**src/rtl/exec_pkg.sv**
```systemverilog
// Shared types and width constants for the execute stage.
package exec_pkg;

    localparam int DATA_W_DEF = 16;
    localparam int PC_W_DEF   = 31;
    localparam int ADDR_W_DEF = 32;
    localparam int ALU_OP_W   = 5;
    localparam int SH_W       = 4;
    localparam int REG_W      = 4;

    typedef enum logic [ALU_OP_W-1:0] {
        ALU_ADD   = 5'd0,
        ALU_SUB   = 5'd1,
        ALU_LOGIC = 5'd2,
        ALU_SHL   = 5'd3,
        ALU_SHR   = 5'd4,
        ALU_SRA   = 5'd5
    } alu_op_e;

    typedef enum logic [1:0] {
        ST_IDLE     = 2'd0,
        ST_SHIFT    = 2'd1,
        ST_MEM_REQ  = 2'd2,
        ST_MEM_WAIT = 2'd3
    } exec_state_e;

    function automatic logic is_shift_op(input logic [ALU_OP_W-1:0] op);
        return (op == ALU_SHL) || (op == ALU_SHR) || (op == ALU_SRA);
    endfunction

endpackage

```
**src/rtl/exec_alu.sv**
```systemverilog
// Single-cycle ALU: add, subtract and truth-table logic. Shifts are handled by the caller.
module exec_alu
    import exec_pkg::*;
#(
    parameter int DATA_W = DATA_W_DEF
) (
    input  logic [DATA_W-1:0]   a,
    input  logic [DATA_W-1:0]   b,
    input  logic [3:0]          truth_table,
    input  logic [ALU_OP_W-1:0] alu_op,
    output logic [DATA_W-1:0]   result
);

    // Evaluate the selected op; anything else yields zero
    always_comb begin
        result = '0;
        case (alu_op)
            ALU_ADD:   result = a + b;
            ALU_SUB:   result = a - b;
            ALU_LOGIC: begin
                for (int i = 0; i < DATA_W; i++) begin
                    result[i] = truth_table[{a[i], b[i]}];
                end
            end
            default:   result = '0;
        endcase
    end

endmodule

```
**src/rtl/execute.sv**
```systemverilog
// Execute stage: single-cycle ALU, serial shifter, memory port and branch redirect.
module execute
    import exec_pkg::*;
#(
    parameter int DATA_W = DATA_W_DEF,
    parameter int PC_W   = PC_W_DEF,
    parameter int ADDR_W = ADDR_W_DEF
) (
    input  logic                cpu_clk,
    input  logic                cpu_rst,
    input  logic                src_a_en,
    input  logic                src_b_en,
    input  logic [DATA_W-1:0]   src_a,
    input  logic [DATA_W-1:0]   src_b,
    input  logic                i_alu_en,
    input  logic [3:0]          i_truth_table,
    input  logic [ALU_OP_W-1:0] i_alu_op,
    input  logic [SH_W-1:0]     sh_off,
    input  logic                i_mem_en,
    input  logic                i_mem_write,
    input  logic [ADDR_W-1:0]   mem_addr,
    input  logic                i_pc_set,
    input  logic                i_pc_add,
    input  logic                i_pc_inc,
    input  logic [PC_W-1:0]     pc,
    input  logic [REG_W-1:0]    i_dst_reg,
    input  logic                i_wr_en,
    output logic                exe_stall,
    output logic [DATA_W-1:0]   exe_out,
    output logic [REG_W-1:0]    exe_dst_reg,
    output logic                exe_en,
    output logic                redirect_valid,
    output logic [PC_W-1:0]     redirect_pc,
    output logic                mem_req_valid,
    input  logic                mem_req_ready,
    output logic [ADDR_W-1:0]   mem_req_addr,
    output logic                mem_req_we,
    output logic [DATA_W-1:0]   mem_req_wdata,
    input  logic                mem_rsp_valid,
    input  logic [DATA_W-1:0]   mem_rsp_data
);

    exec_state_e            state_r;
    logic                   stall_r;
    logic [DATA_W-1:0]      exe_out_r;
    logic [REG_W-1:0]       dst_r;
    logic                   exe_en_r;
    logic                   wr_en_r;
    logic                   redirect_valid_r;
    logic [PC_W-1:0]        redirect_pc_r;
    logic                   req_valid_r;
    logic [ADDR_W-1:0]      req_addr_r;
    logic                   req_we_r;
    logic [DATA_W-1:0]      req_wdata_r;
    logic [DATA_W-1:0]      shift_val_r;
    logic [SH_W-1:0]        shift_cnt_r;
    logic [ALU_OP_W-1:0]    shift_op_r;

    logic                   present_s;
    logic                   multi_shift_s;
    logic [DATA_W-1:0]      alu_res_s;
    logic [DATA_W-1:0]      single_res_s;
    logic [DATA_W-1:0]      shift_next_s;
    logic                   unused_s;

    // Operand-valid flags are already resolved by read before issue.
    assign unused_s = src_a_en ^ src_b_en;

    assign present_s     = i_alu_en | i_mem_en | i_pc_set | i_pc_add | i_pc_inc;
    assign multi_shift_s = is_shift_op(i_alu_op) && (sh_off != 4'd0);

    exec_alu #(.DATA_W(DATA_W)) u_alu (
        .a           (src_a),
        .b           (src_b),
        .truth_table (i_truth_table),
        .alu_op      (i_alu_op),
        .result      (alu_res_s)
    );

    // Single-cycle result; a zero-distance shift passes the operand through
    always_comb begin
        single_res_s = alu_res_s;
        if (is_shift_op(i_alu_op)) begin
            single_res_s = src_a;
        end else begin
            single_res_s = alu_res_s;
        end
    end

    // One-bit step of the serial shifter
    always_comb begin
        shift_next_s = shift_val_r;
        case (shift_op_r)
            ALU_SHL: shift_next_s = {shift_val_r[DATA_W-2:0], 1'b0};
            ALU_SHR: shift_next_s = {1'b0, shift_val_r[DATA_W-1:1]};
            ALU_SRA: shift_next_s = {shift_val_r[DATA_W-1], shift_val_r[DATA_W-1:1]};
            default: shift_next_s = shift_val_r;
        endcase
    end

    // Control FSM with all outputs registered
    always_ff @(posedge cpu_clk or negedge cpu_rst) begin
        if (!cpu_rst) begin
            state_r          <= ST_IDLE;
            stall_r          <= 1'b0;
            exe_out_r        <= '0;
            dst_r            <= '0;
            exe_en_r         <= 1'b0;
            wr_en_r          <= 1'b0;
            redirect_valid_r <= 1'b0;
            redirect_pc_r    <= '0;
            req_valid_r      <= 1'b0;
            req_addr_r       <= '0;
            req_we_r         <= 1'b0;
            req_wdata_r      <= '0;
            shift_val_r      <= '0;
            shift_cnt_r      <= '0;
            shift_op_r       <= '0;
        end else begin
            exe_en_r         <= 1'b0;
            redirect_valid_r <= 1'b0;
            case (state_r)
                ST_IDLE: begin
                    if (present_s) begin
                        dst_r            <= i_dst_reg;
                        wr_en_r          <= i_wr_en;
                        redirect_valid_r <= i_pc_set | i_pc_add;
                        if (i_pc_set | i_pc_add) begin
                            redirect_pc_r <= pc;
                        end
                        if (i_mem_en) begin
                            req_valid_r <= 1'b1;
                            req_addr_r  <= mem_addr;
                            req_we_r    <= i_mem_write;
                            req_wdata_r <= src_b;
                            state_r     <= ST_MEM_REQ;
                            stall_r     <= 1'b1;
                        end else if (i_alu_en && multi_shift_s) begin
                            shift_val_r <= src_a;
                            shift_cnt_r <= sh_off;
                            shift_op_r  <= i_alu_op;
                            state_r     <= ST_SHIFT;
                            stall_r     <= 1'b1;
                        end else if (i_alu_en && i_wr_en) begin
                            exe_out_r <= single_res_s;
                            exe_en_r  <= 1'b1;
                        end
                    end
                end
                ST_SHIFT: begin
                    shift_val_r <= shift_next_s;
                    shift_cnt_r <= shift_cnt_r - 4'd1;
                    if (shift_cnt_r == 4'd1) begin
                        if (wr_en_r) begin
                            exe_out_r <= shift_next_s;
                        end
                        exe_en_r <= wr_en_r;
                        state_r  <= ST_IDLE;
                        stall_r  <= 1'b0;
                    end
                end
                ST_MEM_REQ: begin
                    if (mem_req_ready) begin
                        req_valid_r <= 1'b0;
                        if (req_we_r) begin
                            state_r <= ST_IDLE;
                            stall_r <= 1'b0;
                        end else begin
                            state_r <= ST_MEM_WAIT;
                        end
                    end
                end
                ST_MEM_WAIT: begin
                    if (mem_rsp_valid) begin
                        if (wr_en_r) begin
                            exe_out_r <= mem_rsp_data;
                        end
                        exe_en_r <= wr_en_r;
                        state_r  <= ST_IDLE;
                        stall_r  <= 1'b0;
                    end
                end
                default: begin
                    state_r     <= ST_IDLE;
                    stall_r     <= 1'b0;
                    req_valid_r <= 1'b0;
                end
            endcase
        end
    end

    assign exe_stall      = stall_r;
    assign exe_out        = exe_out_r;
    assign exe_dst_reg    = dst_r;
    assign exe_en         = exe_en_r;
    assign redirect_valid = redirect_valid_r;
    assign redirect_pc    = redirect_pc_r;
    assign mem_req_valid  = req_valid_r;
    assign mem_req_addr   = req_addr_r;
    assign mem_req_we     = req_we_r;
    assign mem_req_wdata  = req_wdata_r;

endmodule

```
**config.mk**
```make
export PLATFORM = sky130hd
export DESIGN_NAME = execute
export DESIGN_NICKNAME = d
export VERILOG_FILES = /design/src/rtl/exec_pkg.sv /design/src/rtl/exec_alu.sv /design/src/rtl/execute.sv
export SDC_FILE = /design/constraint.sdc
export NUM_CORES = 1
export LEC_CHECK = 0
export CORE_MARGIN = 8
export CORE_UTILIZATION = 30
export CTS_CLUSTER_DIAMETER = 200
export DETAILED_ROUTE_END_ITERATION = 16
export PLACE_DENSITY = 0.54
export SYNTH_ARGS = -nofsm -noshare
export SYNTH_HDL_FRONTEND = slang
export SYNTH_SLANG_ARGS = --single-unit
```
**constraint.sdc**
```tcl
create_clock -name cpu_clk -period 2 [get_ports cpu_clk]
set_input_delay 0.4 -clock cpu_clk [delete_from_list [all_inputs] [get_ports cpu_clk]]
set_output_delay 0.4 -clock cpu_clk [all_outputs]
set_load 0.05 [all_outputs]
```
==> reports/results.tsv <==
metric	value	unit
crit path DAT	3.02	ns
CP startpoint kind	primary input	
Vias/cell	5.058	
fin crit period	2.702	ns
clock latency on the worst-skew pair	0.42	ns
gpl congestion	0.8590	
Hold Crit Endpoint	shift_op_r[1]	
R2R depth	6	
CP endpoint kind	flop	
Worst-path clk slew	0.06	ns
Post-Synthesis Cells	733	
CTS tree	built	
RR Endpoint	exe_out[12]	
Die Width	174.9	um
CTS Buffer Depth	2	
synth unique cells	65	
most frequent cells after synthesis	132 x dfrtp_1, 90 x mux2_2, 55 x nor2_1	
Req. time, crit path	2.31	ns
worst-path fanout max	3	
Final Power	19.26	mW
final std cells w/o fill	1477	
Lkg Pwr	5.986	nW
WL per Instance	19.43	um
Slew Limit Fails	0	
H-tree levels	4	
vias in the first global route	7913	
CTS Root Cell	clkbuf_16	
mean post-synth cell area	10.34	um2
Synth area leaders	dfrtp_1 44%, mux2_2 13%, o21ai_0 3.6%	
max reg flops	32	
Tcrit/Tclk final	135.1	%
WHS Path Cells	3	
DRT Wirelength	28700	um
slew margin rel.	63.74	%
Synth area leader	dfrtp_1	
antenna violations before repair	1	
VDD IR max	0.9346	mV
Syn. warnings	0	
r2r setup slk	-0.35	ns
DR pass1 iterations	9	
setup_tns	-5.707	ns
critical path class	primary input to flop	
# diodes	0	
number of synthesized flops with an enable pin	0	
failing checks	negative setup slack	
Seq/Total Area, Yosys	43.59	%
pin count of the biggest net entering global routing	48	
Fillers	2311	
setup ws final	-0.7024	ns
Layout area overhead	71.47	%
Worst Max-Slew Pin Slew	0.5431	ns
Max-Cap Viols	0	
Cell Area, Synth	7579	um2
net count of the mapped netlist	893	
Hold Crit Start	i_alu_op[2]	
Placed Cells	1411	
outcome	complete, but fails checks	
Sink Count	132	
Die ar.	30600	um2
start point of the critical path	src_b[1]	
first-pass GRT wire length	44510	um
path type of the worst min-delay path	primary input to flop	
Synth top area share	43.59	%
DRC	0	
RSZ-0062 raised after global routing	true	
Most used DFF post-synth	dfrtp_1	
Achievable Freq	370.0	MHz
#FFs+latches synth	132	
Rows	58	
Die Y	174.9	um
Seq. cell area	3303	um2
routed vias	7470	
dpl hpwl	22130	um
pre-CTS setup slack	-1.618	ns
r2r startpoint	shift_op_r[1]	
final hold violation count	0	
Routed Antenna Nets	0	
number of CTS-inserted buffers	17	
share of cells above drive strength 1	39.41	%
Multi-input gate area	4682	um2
core area	24960	um2
drt initial violations	510	
port bufs	242	
GRT overflow	0	
# nets final	1294	
final setup fails	15	
ys async rst share	100.0	%
Worst Clk Skew	0.01284	ns
Total GRT Usage	18.40	%
Pwr Density	1482	nW/um2
Initial Utilization	30.36	%
top-count cell post-synth	dfrtp_1	
Ports	245	
-- layout by cell type (no fill, tap or decap), types with 17 or more instances in the layout --
cell,count
clkbuf_16,17
buf_6,22
clkdlybuf4s50_1,121
o21ai_0,33
mux2_2,88
a21o_1,17
nand2_1,42
dlymetal6s2s_1,35
mux2i_1,21
nor2_1,47
buf_4,189
a21oi_1,39
dfrtp_1,132
dlygate4sd2_1,42
o21ai_1,18
-- cells by family (layout without fill, tap and decap cells) --
group / after synthesis / in the layout / synth area share, %
buffers and inverters: 62 / 476 / 3.153
AND/OR/NAND/NOR: 177 / 177 / 11.34
adder cells (fa/ha/maj): 19 / 19 / 3.236
multiplexers: 121 / 121 / 18.79
flip-flops: 132 / 132 / 43.59
XOR/XNOR: 22 / 22 / 2.542
AO/OA/AOI/OAI: 200 / 200 / 17.35
-- per-stage QoR --
stage	instance area (um2)	utilization (%)	hold WS [ns]
2_1_floorplan	7787	-	0.1044
3_3_place_gp	11550	46.25	0.3607
3_5_place_dp	11550	46.25	0.3563
4_1_cts	12490	50.03	0.3180
5_1_grt	13000	52.05	0.3126
6_report	13000	52.05	0.3244
-- routing by layer --
metal | global-route usage (%) | share of wire (%) | up-vias
li1 | - | - | 3519
met1 | 21.45 | 40 | 3647
met2 | 30.56 | 48 | 269
met3 | 7.511 | 9.8 | 33
met4 | 5.404 | 1.7 | 2
met5 | 0 | 0.042 | -
-- power breakdown --
group | internal, mW | total (mW) | switching [mW]
clock | 1.67 | 3.14 | 1.46
combinational | 4.40 | 11.4 | 6.97
sequential | 3.98 | 4.75 | 0.775
total | 10.1 | 19.3 | 9.21
-- area by class of cell --
cell class | count | share of cell area [%]
multi-input combinational | 539 | 36.03
sequential | 132 | 25.42
clock buffer | 17 | 3.274
timing repair buffer | 427 | 30.24
clock inverter | 15 | 1.204
inverter | 17 | 0.6547
tap | 330 | 3.177
-- worst max path at each step --
stage                   to  slack [ns]  cells past startpoint
3_3_place_gp   exe_out[12]       -1.58                     13
2_1_floorplan  exe_out[14]       -0.94                     13
5_1_grt        exe_out[14]       -0.87                     15
6_report       exe_out[14]       -0.70                     15
4_1_cts        exe_out[14]       -0.83                     15
3_5_place_dp   exe_out[12]       -1.62                     13
-- repair_timing --
item	4_1_cts	5_1_grt
endpoints found under the hold margin	39	0
hold buffers	1	0
gates resized for setup	144	120
setup endpoints to repair	84	67
pin swaps	52	71
buffers inserted	78	15
-- worst max-delay path: stages --
cell and delay [ns]:
buf_8 0.10, inv_4 0.05, ha_4 0.13, nor2b_4 0.16, nand3b_1 0.13, or3_4 0.38
o31ai_4 0.20, xor2_1 0.19, ha_1 0.27, a21o_1 0.18, a21o_1 0.18, a21o_1 0.17
a31oi_1 0.18, xor2_1 0.10, o31ai_1 0.21
Power figures use the tool's default switching activity.
